--- config.mk ---
export PLATFORM = sky130hd
export DESIGN_NAME = neuron_seq_ctrl
export DESIGN_NICKNAME = d
export VERILOG_FILES = /design/src/rtl/neuron_seq_ctrl_pkg.sv /design/src/rtl/fxp_mac.sv /design/src/rtl/neuron_seq_ctrl.sv
export SDC_FILE = /design/constraint.sdc
export NUM_CORES = 2
export LEC_CHECK = 0
export BUFFER_PORTS_ARGS = -buffer_cell sky130_fd_sc_hd__buf_2
export CORE_ASPECT_RATIO = 1.1
export CORE_MARGIN = 4
export CORE_UTILIZATION = 50
export CTS_BUF_LIST = sky130_fd_sc_hd__clkbuf_2
export DETAILED_ROUTE_END_ITERATION = 6
export GPL_ROUTABILITY_DRIVEN = 0
export PLACE_DENSITY = 0.66
export SYNTH_ARGS = -nofsm -noshare
export SYNTH_HDL_FRONTEND = slang
export SYNTH_SLANG_ARGS = --single-unit
--- constraint.sdc ---
create_clock -name clk -period 5.1 [get_ports clk]
set_clock_uncertainty 0.2 [all_clocks]
set_input_delay 1.53 -clock clk [delete_from_list [all_inputs] [get_ports clk]]
set_output_delay 1.53 -clock clk [all_outputs]
set_load 0.01 [all_outputs]
--- src/rtl/neuron_seq_ctrl_pkg.sv ---
// neuron_seq_ctrl_pkg: Q-format constants, saturation bounds and sequencer states
package neuron_seq_ctrl_pkg;
  localparam int Q_N        = 32;
  localparam int Q_INTBITS  = 12;
  localparam int Q_FRACBITS = 20;
  localparam logic [Q_N-1:0] Q_ONE   = Q_N'(1) << Q_FRACBITS;
  localparam logic [Q_N-1:0] SAT_MAX = {1'b0, {(Q_N-1){1'b1}}};
  localparam logic [Q_N-1:0] SAT_MIN = {1'b1, {(Q_N-1){1'b0}}};
  typedef enum logic [1:0] {IDLE, RUN, DRAIN, OUT} state_t;
endpackage

--- src/rtl/fxp_mac.sv ---
// fxp_mac: registered signed Q-format multiply/shift/accumulate with saturate+ReLU result
module fxp_mac
  import neuron_seq_ctrl_pkg::*;
#(
  parameter int N        = Q_N,
  parameter int INTBITS  = Q_INTBITS,
  parameter int FRACBITS = Q_FRACBITS
) (
  input  logic         clk,
  input  logic         reset,
  input  logic         clr,
  input  logic         en,
  input  logic [N-1:0] w,
  input  logic [N-1:0] x,
  output logic [N-1:0] result
);
  localparam int QW = INTBITS + FRACBITS;
  localparam logic signed [2*N-1:0] MAX_W = (2*N)'({1'b0, {(QW-1){1'b1}}});
  localparam logic signed [2*N-1:0] MIN_W = -MAX_W - 1;
  logic signed [2*N-1:0] acc;
  logic signed [2*N-1:0] prod;
  logic signed [2*N-1:0] sat;
  assign prod = (2*N)'($signed(w)) * (2*N)'($signed(x));
  always_ff @(posedge clk or posedge reset)
    if (reset) acc <= '0;
    else if (clr) acc <= '0;
    else if (en) acc <= acc + (prod >>> FRACBITS);
  // Saturate first, then ReLU clamps everything non-positive to zero
  assign sat    = acc > MAX_W ? MAX_W : acc < MIN_W ? MIN_W : acc;
  assign result = sat <= 0 ? '0 : sat[N-1:0];
endmodule

--- src/rtl/neuron_seq_ctrl.sv ---
// neuron_seq_ctrl: time-shares one MAC across NEURONS neurons, S pairs each, valid/ready result port
module neuron_seq_ctrl
  import neuron_seq_ctrl_pkg::*;
#(
  parameter int S        = 8,
  parameter int NEURONS  = 2,
  parameter int N        = Q_N,
  parameter int INTBITS  = Q_INTBITS,
  parameter int FRACBITS = Q_FRACBITS,
  localparam int WA = (S*NEURONS > 1) ? $clog2(S*NEURONS) : 1,
  localparam int XA = (S > 1) ? $clog2(S) : 1,
  localparam int NW = (NEURONS > 1) ? $clog2(NEURONS) : 1
) (
  input  logic          clk,
  input  logic          reset,
  input  logic          start,
  output logic          busy,
  output logic          done,
  output logic [WA-1:0] w_addr,
  output logic [XA-1:0] x_addr,
  output logic          rd_en,
  input  logic [N-1:0]  w_data,
  input  logic [N-1:0]  x_data,
  output logic [N-1:0]  out_data,
  output logic [NW-1:0] out_idx,
  output logic          out_valid,
  input  logic          out_ready
);
  state_t state, next_state;
  logic [XA-1:0] k;
  logic [NW-1:0] neuron;
  logic          rd_q, last, hs, take, clr, k_end;
  logic [N-1:0]  mac_out;
  assign last  = neuron == NW'(NEURONS-1);
  assign k_end = k == XA'(S-1);
  assign hs    = state == OUT && out_ready;
  // A start coinciding with done is held off until the following cycle
  assign take  = state == IDLE && start && !done;
  assign clr   = take || (hs && !last);
  always_ff @(posedge clk or posedge reset)
    if (reset) state <= IDLE;
    else state <= next_state;
  always_comb begin
    next_state = take ? RUN
               : (state == RUN && k_end) ? DRAIN
               : state == DRAIN ? OUT
               : hs ? (last ? IDLE : RUN)
               : state;
    busy      = state != IDLE;
    rd_en     = state == RUN;
    w_addr    = rd_en ? WA'(int'(neuron) * S + int'(k)) : '0;
    x_addr    = rd_en ? k : '0;
    out_valid = state == OUT;
    out_data  = out_valid ? mac_out : '0;
    out_idx   = out_valid ? neuron : '0;
  end
  always_ff @(posedge clk or posedge reset)
    if (reset) begin
      k      <= '0;
      neuron <= '0;
      rd_q   <= 1'b0;
      done   <= 1'b0;
    end else begin
      rd_q   <= rd_en;
      done   <= hs && last;
      k      <= clr ? '0 : rd_en ? (k_end ? '0 : k + XA'(1)) : k;
      neuron <= take ? '0 : (hs && !last) ? neuron + NW'(1) : neuron;
    end
  // Read data lands one cycle after rd_en, so the MAC is enabled by the delayed strobe
  fxp_mac #(.N(N), .INTBITS(INTBITS), .FRACBITS(FRACBITS)) u_mac (
    .clk    (clk),
    .reset  (reset),
    .clr    (clr),
    .en     (rd_q),
    .w      (w_data),
    .x      (x_data),
    .result (mac_out)
  );
endmodule

Yosys cells after proc, flatten, opt, wreduce, memory -nomap -nowiden --
Index checks and enable logic that the tools add are counted.
Cells by class: $add $sub $neg 4, multiply operators 1, $lt $le $gt $ge 3, equal/unequal tests 4, multiplexer cells 19, reductions and logical operators 15
Operator list (number):
- $mux W64 | 4
- $add A64 B44 Y64 | 1
- $gt A64 B32 Y1 const B | 1
- $le A64 B1 Y1 const B | 1
- $lt A64 B32 Y1 const B | 1
- $mul A32 B32 Y64 | 1
- $mux W32 | 2
- $mux W3 | 4
- $mux W2 | 4
- $reduce_bool A2 Y1 | 4
- $logic_and A1 B1 Y1 | 6
- $add A4 B3 Y4 | 1
- $eq A2 B2 Y1 const B | 2
- $mux W1 | 4
- $mux W4 | 1
- $reduce_bool A4 Y1 | 1
- $add A3 B1 Y3 const B | 1
- $eq A3 B3 Y1 const B | 1
- $eq A2 B1 Y1 const B | 1
- $logic_not A1 Y1 | 2
- $logic_not A2 Y1 | 1
- $add A1 B1 Y1 const B | 1
- $logic_or A1 B1 Y1 | 1
Word-level totals: register bits after elaboration 72, input port bits 68, word-level logic and storage cells 52

Depth between registers and ports, before layout --
depth in word-level cells 6, gate-level depth with buffers 41, gate-level depth less buffers 39

By module --
Synthesis repeated with hierarchy kept, for this count alone.
Second synthesis, totals: cell total of the unflattened synthesis 4614, area, all modules 42560.8 µm²
By module, submodules not included:
- fxp_mac | instances 1, cells each 4531, area each 41866.4 µm², sequential area each 1601.5 µm²
- neuron_seq_ctrl | instances 1, cells each 83, area each 694.4 µm², sequential area each 200.2 µm²

Least setup slack after synthesis --
Ideal clock, no wire load.
kind input to register, start input port x_data[3], end register u_mac.acc[63], setup time 0.066 ns, arrival 11.609 ns, required time 4.834 ns, slack -6.774 ns, stages 36, cell sequence clkbuf_1 > and2_1 > fa_1 > fa_1 > fa_1 > fa_1 > inv_1 > fa_1 > inv_1 > fa_1 > inv_1 > fa_1 > inv_1 > fa_1 > ha_1 > a21o_1 > a21oi_1 > o21ai_0 > a21o_1 > a21oi_1 > o21ai_0 > a21oi_1 > a21oi_1 > nor2_1 > ha_1 > a21oi_1 > o21bai_1 > a21oi_1 > nor2_1 > a211oi_1 > a21boi_1 > a311o_2 > a31o_1 > o2111a_1 > or4_1 > nand2_1
Between the ends: longest elaborated chain between the ends 4
RTL lines:
- start, declared | line neuron_seq_ctrl.sv:23 | input logic [N-1:0] x_data,
- $mul A32 B32 Y64 | line fxp_mac.sv:23 | assign prod = (2*N)'($signed(w)) * (2*N)'($signed(x));
- $add A64 B44 Y64 | line fxp_mac.sv:27 | else if (en) acc <= acc + (prod >>> FRACBITS);
- $mux W64 | line fxp_mac.sv:27
- $mux W64 | line fxp_mac.sv:26 | else if (clr) acc <= '0;
- end signal, assigned | line fxp_mac.sv:27
- end, declared | line fxp_mac.sv:20 | logic signed [2*N-1:0] acc;
Every way passes these cells. The select of a mux whose other input is x is not followed. A chain may end at the register's enable or synchronous reset.

Worst setup path after layout --
start input port w_data[10], end register u_mac.acc[63]
Between the ends: longest elaborated chain between the ends 4
RTL lines:
- start, declared | line neuron_seq_ctrl.sv:22 | input logic [N-1:0] w_data,
- $mul A32 B32 Y64 | line fxp_mac.sv:23
- $add A64 B44 Y64 | line fxp_mac.sv:27
- $mux W64 | line fxp_mac.sv:27
- $mux W64 | line fxp_mac.sv:26
Every way passes these cells. The select of a mux whose other input is x is not followed.

==> metrics.yaml <==
status: "finished with violations"
violations: "setup timing"
end_kind: "flip-flop"
cts_max_path_buffers: 2
tightest_slew_ps: 990
utilization_pct: 62.7
grt_pass1_wl_mm: 195
h-tree-depth: 3
slew_headroom_pct: 34.0
seq_area_frac_synth_pct: 4.28
finalHoldViolations: 0
fin_crit_sh_pct: 212
rows: 111
setup_viol: 64
fillers: 6810
hpwlAfterDp_mm: 99.3
max_freq_ghz: 0.0926
finalCriticalPeriod_ps: 10790
cts_made_buffers: 9
final_antenna_net_count: 0
layout_common_cells: "1,038 x fa_1, 944 x inv_1, 680 x buf_4"
floorplan.initialDensity_pct: 50.5
routedWlPerCell_um: 19.0
synth-main-ff-cell: "dfrtp_1"
path_delay_family: "adder cells"
post-place-cells: 6134
cts_tree: "yes"
cp-start-kind: "input port"
vias: 33120
die_x_um: 285
drv_slew: 0
fp.dieH_um: 312
grt_overflow_total: 0
synthToLayoutAreaGrowth_pct: 24.2
clock_latency_ps: 540
grt_antenna_before_repair: 3
clk_pin_slew_ps: 180
nets: 6589
portBuffers: 111
syn_nets: 5938
fin_cells: 6260
hold_path_class: "reg2reg"
final_common_cell: "fa_1"
critPathSlowestCell: "fa_2"
async_reset_ff_share_pct: 100
grt_max_degree: 52
netlist_instances: 4530
grt_pass1_vias: 36959
die_area_sq_mm: 0.0888
yosys_warnings: 0
timing.final.ws_setup_ps: -5690
cts.sinks: 72
path_buf_inv: 6
worstPathMaxFanout: 5
drt-initial-drc-count: 1728
coreArea_sq_mm: 0.0833
layout-drive-gt1-share_pct: 24.6
drt_pass1_iterations: 5
holdWs_ps: 399
vias_per_cell: 5.29
synth_edf_count: 0
synth.distinct_cells: 80
arrival_ps: 11060
grt_util_all_layers_pct: 27.4
drcViolationCount: 0
ioPinCount: 112
grt_setup_unrepaired: "true"
crit_path_max_incr_delay_ps: 600
syn_area_per_cell_sq_um: 9.29
synth_area_sq_mm: 0.0421
crit_type: "in2reg"
drt-total-wl_mm: 119
worstPathRequired_ps: 5370
ys_ff_latch: 72
cp_common_cell: "fa_1"
drv_cap: 0
root_buffer: "clkbuf_2"
routing by layer:
| metal | global-route usage, % | part of all wire, % | vias to the layer above |
|---|---|---|---|
| met4 | 9.74 | 4.6 | 4 |
| met1 | 33.0 | 37 | 17227 |
| met3 | 2.69 | 4.1 | 289 |
| li1 | - | - | 14749 |
| met5 | 0 | 0.024 | - |
| met2 | 51.0 | 54 | 851 |
registers in the layout (all words and copies together), names as in the netlist:
name       count
u_mac.acc     64
state          2
rd_q           1
last           1
done           1
k              3
cell families after synthesis:
kind of cell / share of synthesized area [%]
and+or+nand+nor: 16.5
adders and majority gates: 59.2
AOI/OAI and AO/OA: 5.93
DFF: 4.28
muxes: 1.07
xor gates and xnor gates: 2.27
buffers and inverters: 10.8
final timing paths:
path,endpoint,slack [ps],from,depth (start not counted)
worst max-delay path,u_mac.acc[63],-5690,w_data[10],38
worst min-delay path,last,400,last,2
worst max register to register,u_mac.acc[60],1340,u_mac.acc[0],15
worst min register to register,last,400,last,2
max in group asynchronous,u_mac.acc[34],2790,reset,3
min in group asynchronous,k[0],790,reset,2
worst min-delay path, cell delays in order, from the launching register on:
cell	delay [ps]
dfrtp_1	430
a21oi_1	50
nor2_1	90
area by class of cell:
type,instances,area [sq um],area share [%]
clock buffers,11,55.1,0.105
repair buffers,868,7400,14.2
multi-input cells,3259,37900,72.6
inverters,971,3650,6.98
flip-flops and latches,72,1810,3.47
clock inverters,5,47.5,0.0910
diodes,1,2.50,0.00479
well taps,1073,1340,2.57
through the flow:
step / TNS (ps) / worst slack [ps] / instance area (sq um)
after detailed placement: -365730 / -6560 / 49000
after global routing: -328760 / -5950 / 52200
after CTS: -303510 / -5490 / 51100
after floorplan: -291150 / -5840 / 43000
final: -310770 / -5690 / 52300
after global placement: -362350 / -6510 / 49000
Yosys cell counts, types with 3 or more instances:
library cell | number | area share, %
nor2b_1 | 14 | 0.21
o22ai_1 | 8 | 0.12
buf_1 | 7 | 0.062
and3_1 | 13 | 0.19
nand3_1 | 17 | 0.20
o31ai_1 | 6 | 0.11
nand2_1 | 539 | 4.8
a31o_2 | 3 | 0.062
xnor2_1 | 72 | 1.5
a41oi_1 | 4 | 0.083
o21bai_1 | 15 | 0.27
a31oi_1 | 16 | 0.24
or4_1 | 3 | 0.054
a2111o_1 | 3 | 0.080
nor4_1 | 19 | 0.28
nor3_1 | 13 | 0.15
a21boi_1 | 3 | 0.054
nand2b_1 | 44 | 0.65
nor2_1 | 145 | 1.3
clkbuf_1 | 215 | 1.9
ha_1 | 258 | 7.7
o21a_1 | 9 | 0.16
a21o_1 | 43 | 0.77
or3_1 | 5 | 0.074
dfrtp_1 | 72 | 4.3
mux2i_1 | 45 | 1.1
a21oi_1 | 135 | 1.6
fa_1 | 1082 | 51
a211oi_2 | 3 | 0.089
o21ai_1 | 5 | 0.059
or2_2 | 3 | 0.045
buf_4 | 3 | 0.054
a211oi_1 | 18 | 0.32
o21ai_0 | 58 | 0.69
xor2_1 | 37 | 0.77
a211o_1 | 3 | 0.062
a21boi_0 | 4 | 0.071
nand4_1 | 26 | 0.39
inv_1 | 970 | 8.7
o211ai_1 | 11 | 0.20
and2_1 | 532 | 7.9
timing repair:
item / 4_1_cts / 5_1_grt
resized for setup: 294 / 174
endpoints found under the setup margin: 95 / 95
pin swaps: 207 / 119
hold buffers: 0 / 0
gates cloned: 8 / 3
setup buffers: 77 / 28
Power is not shown: default switching activity piles up to over one toggle a cycle in this logic, so the estimate is an artifact.
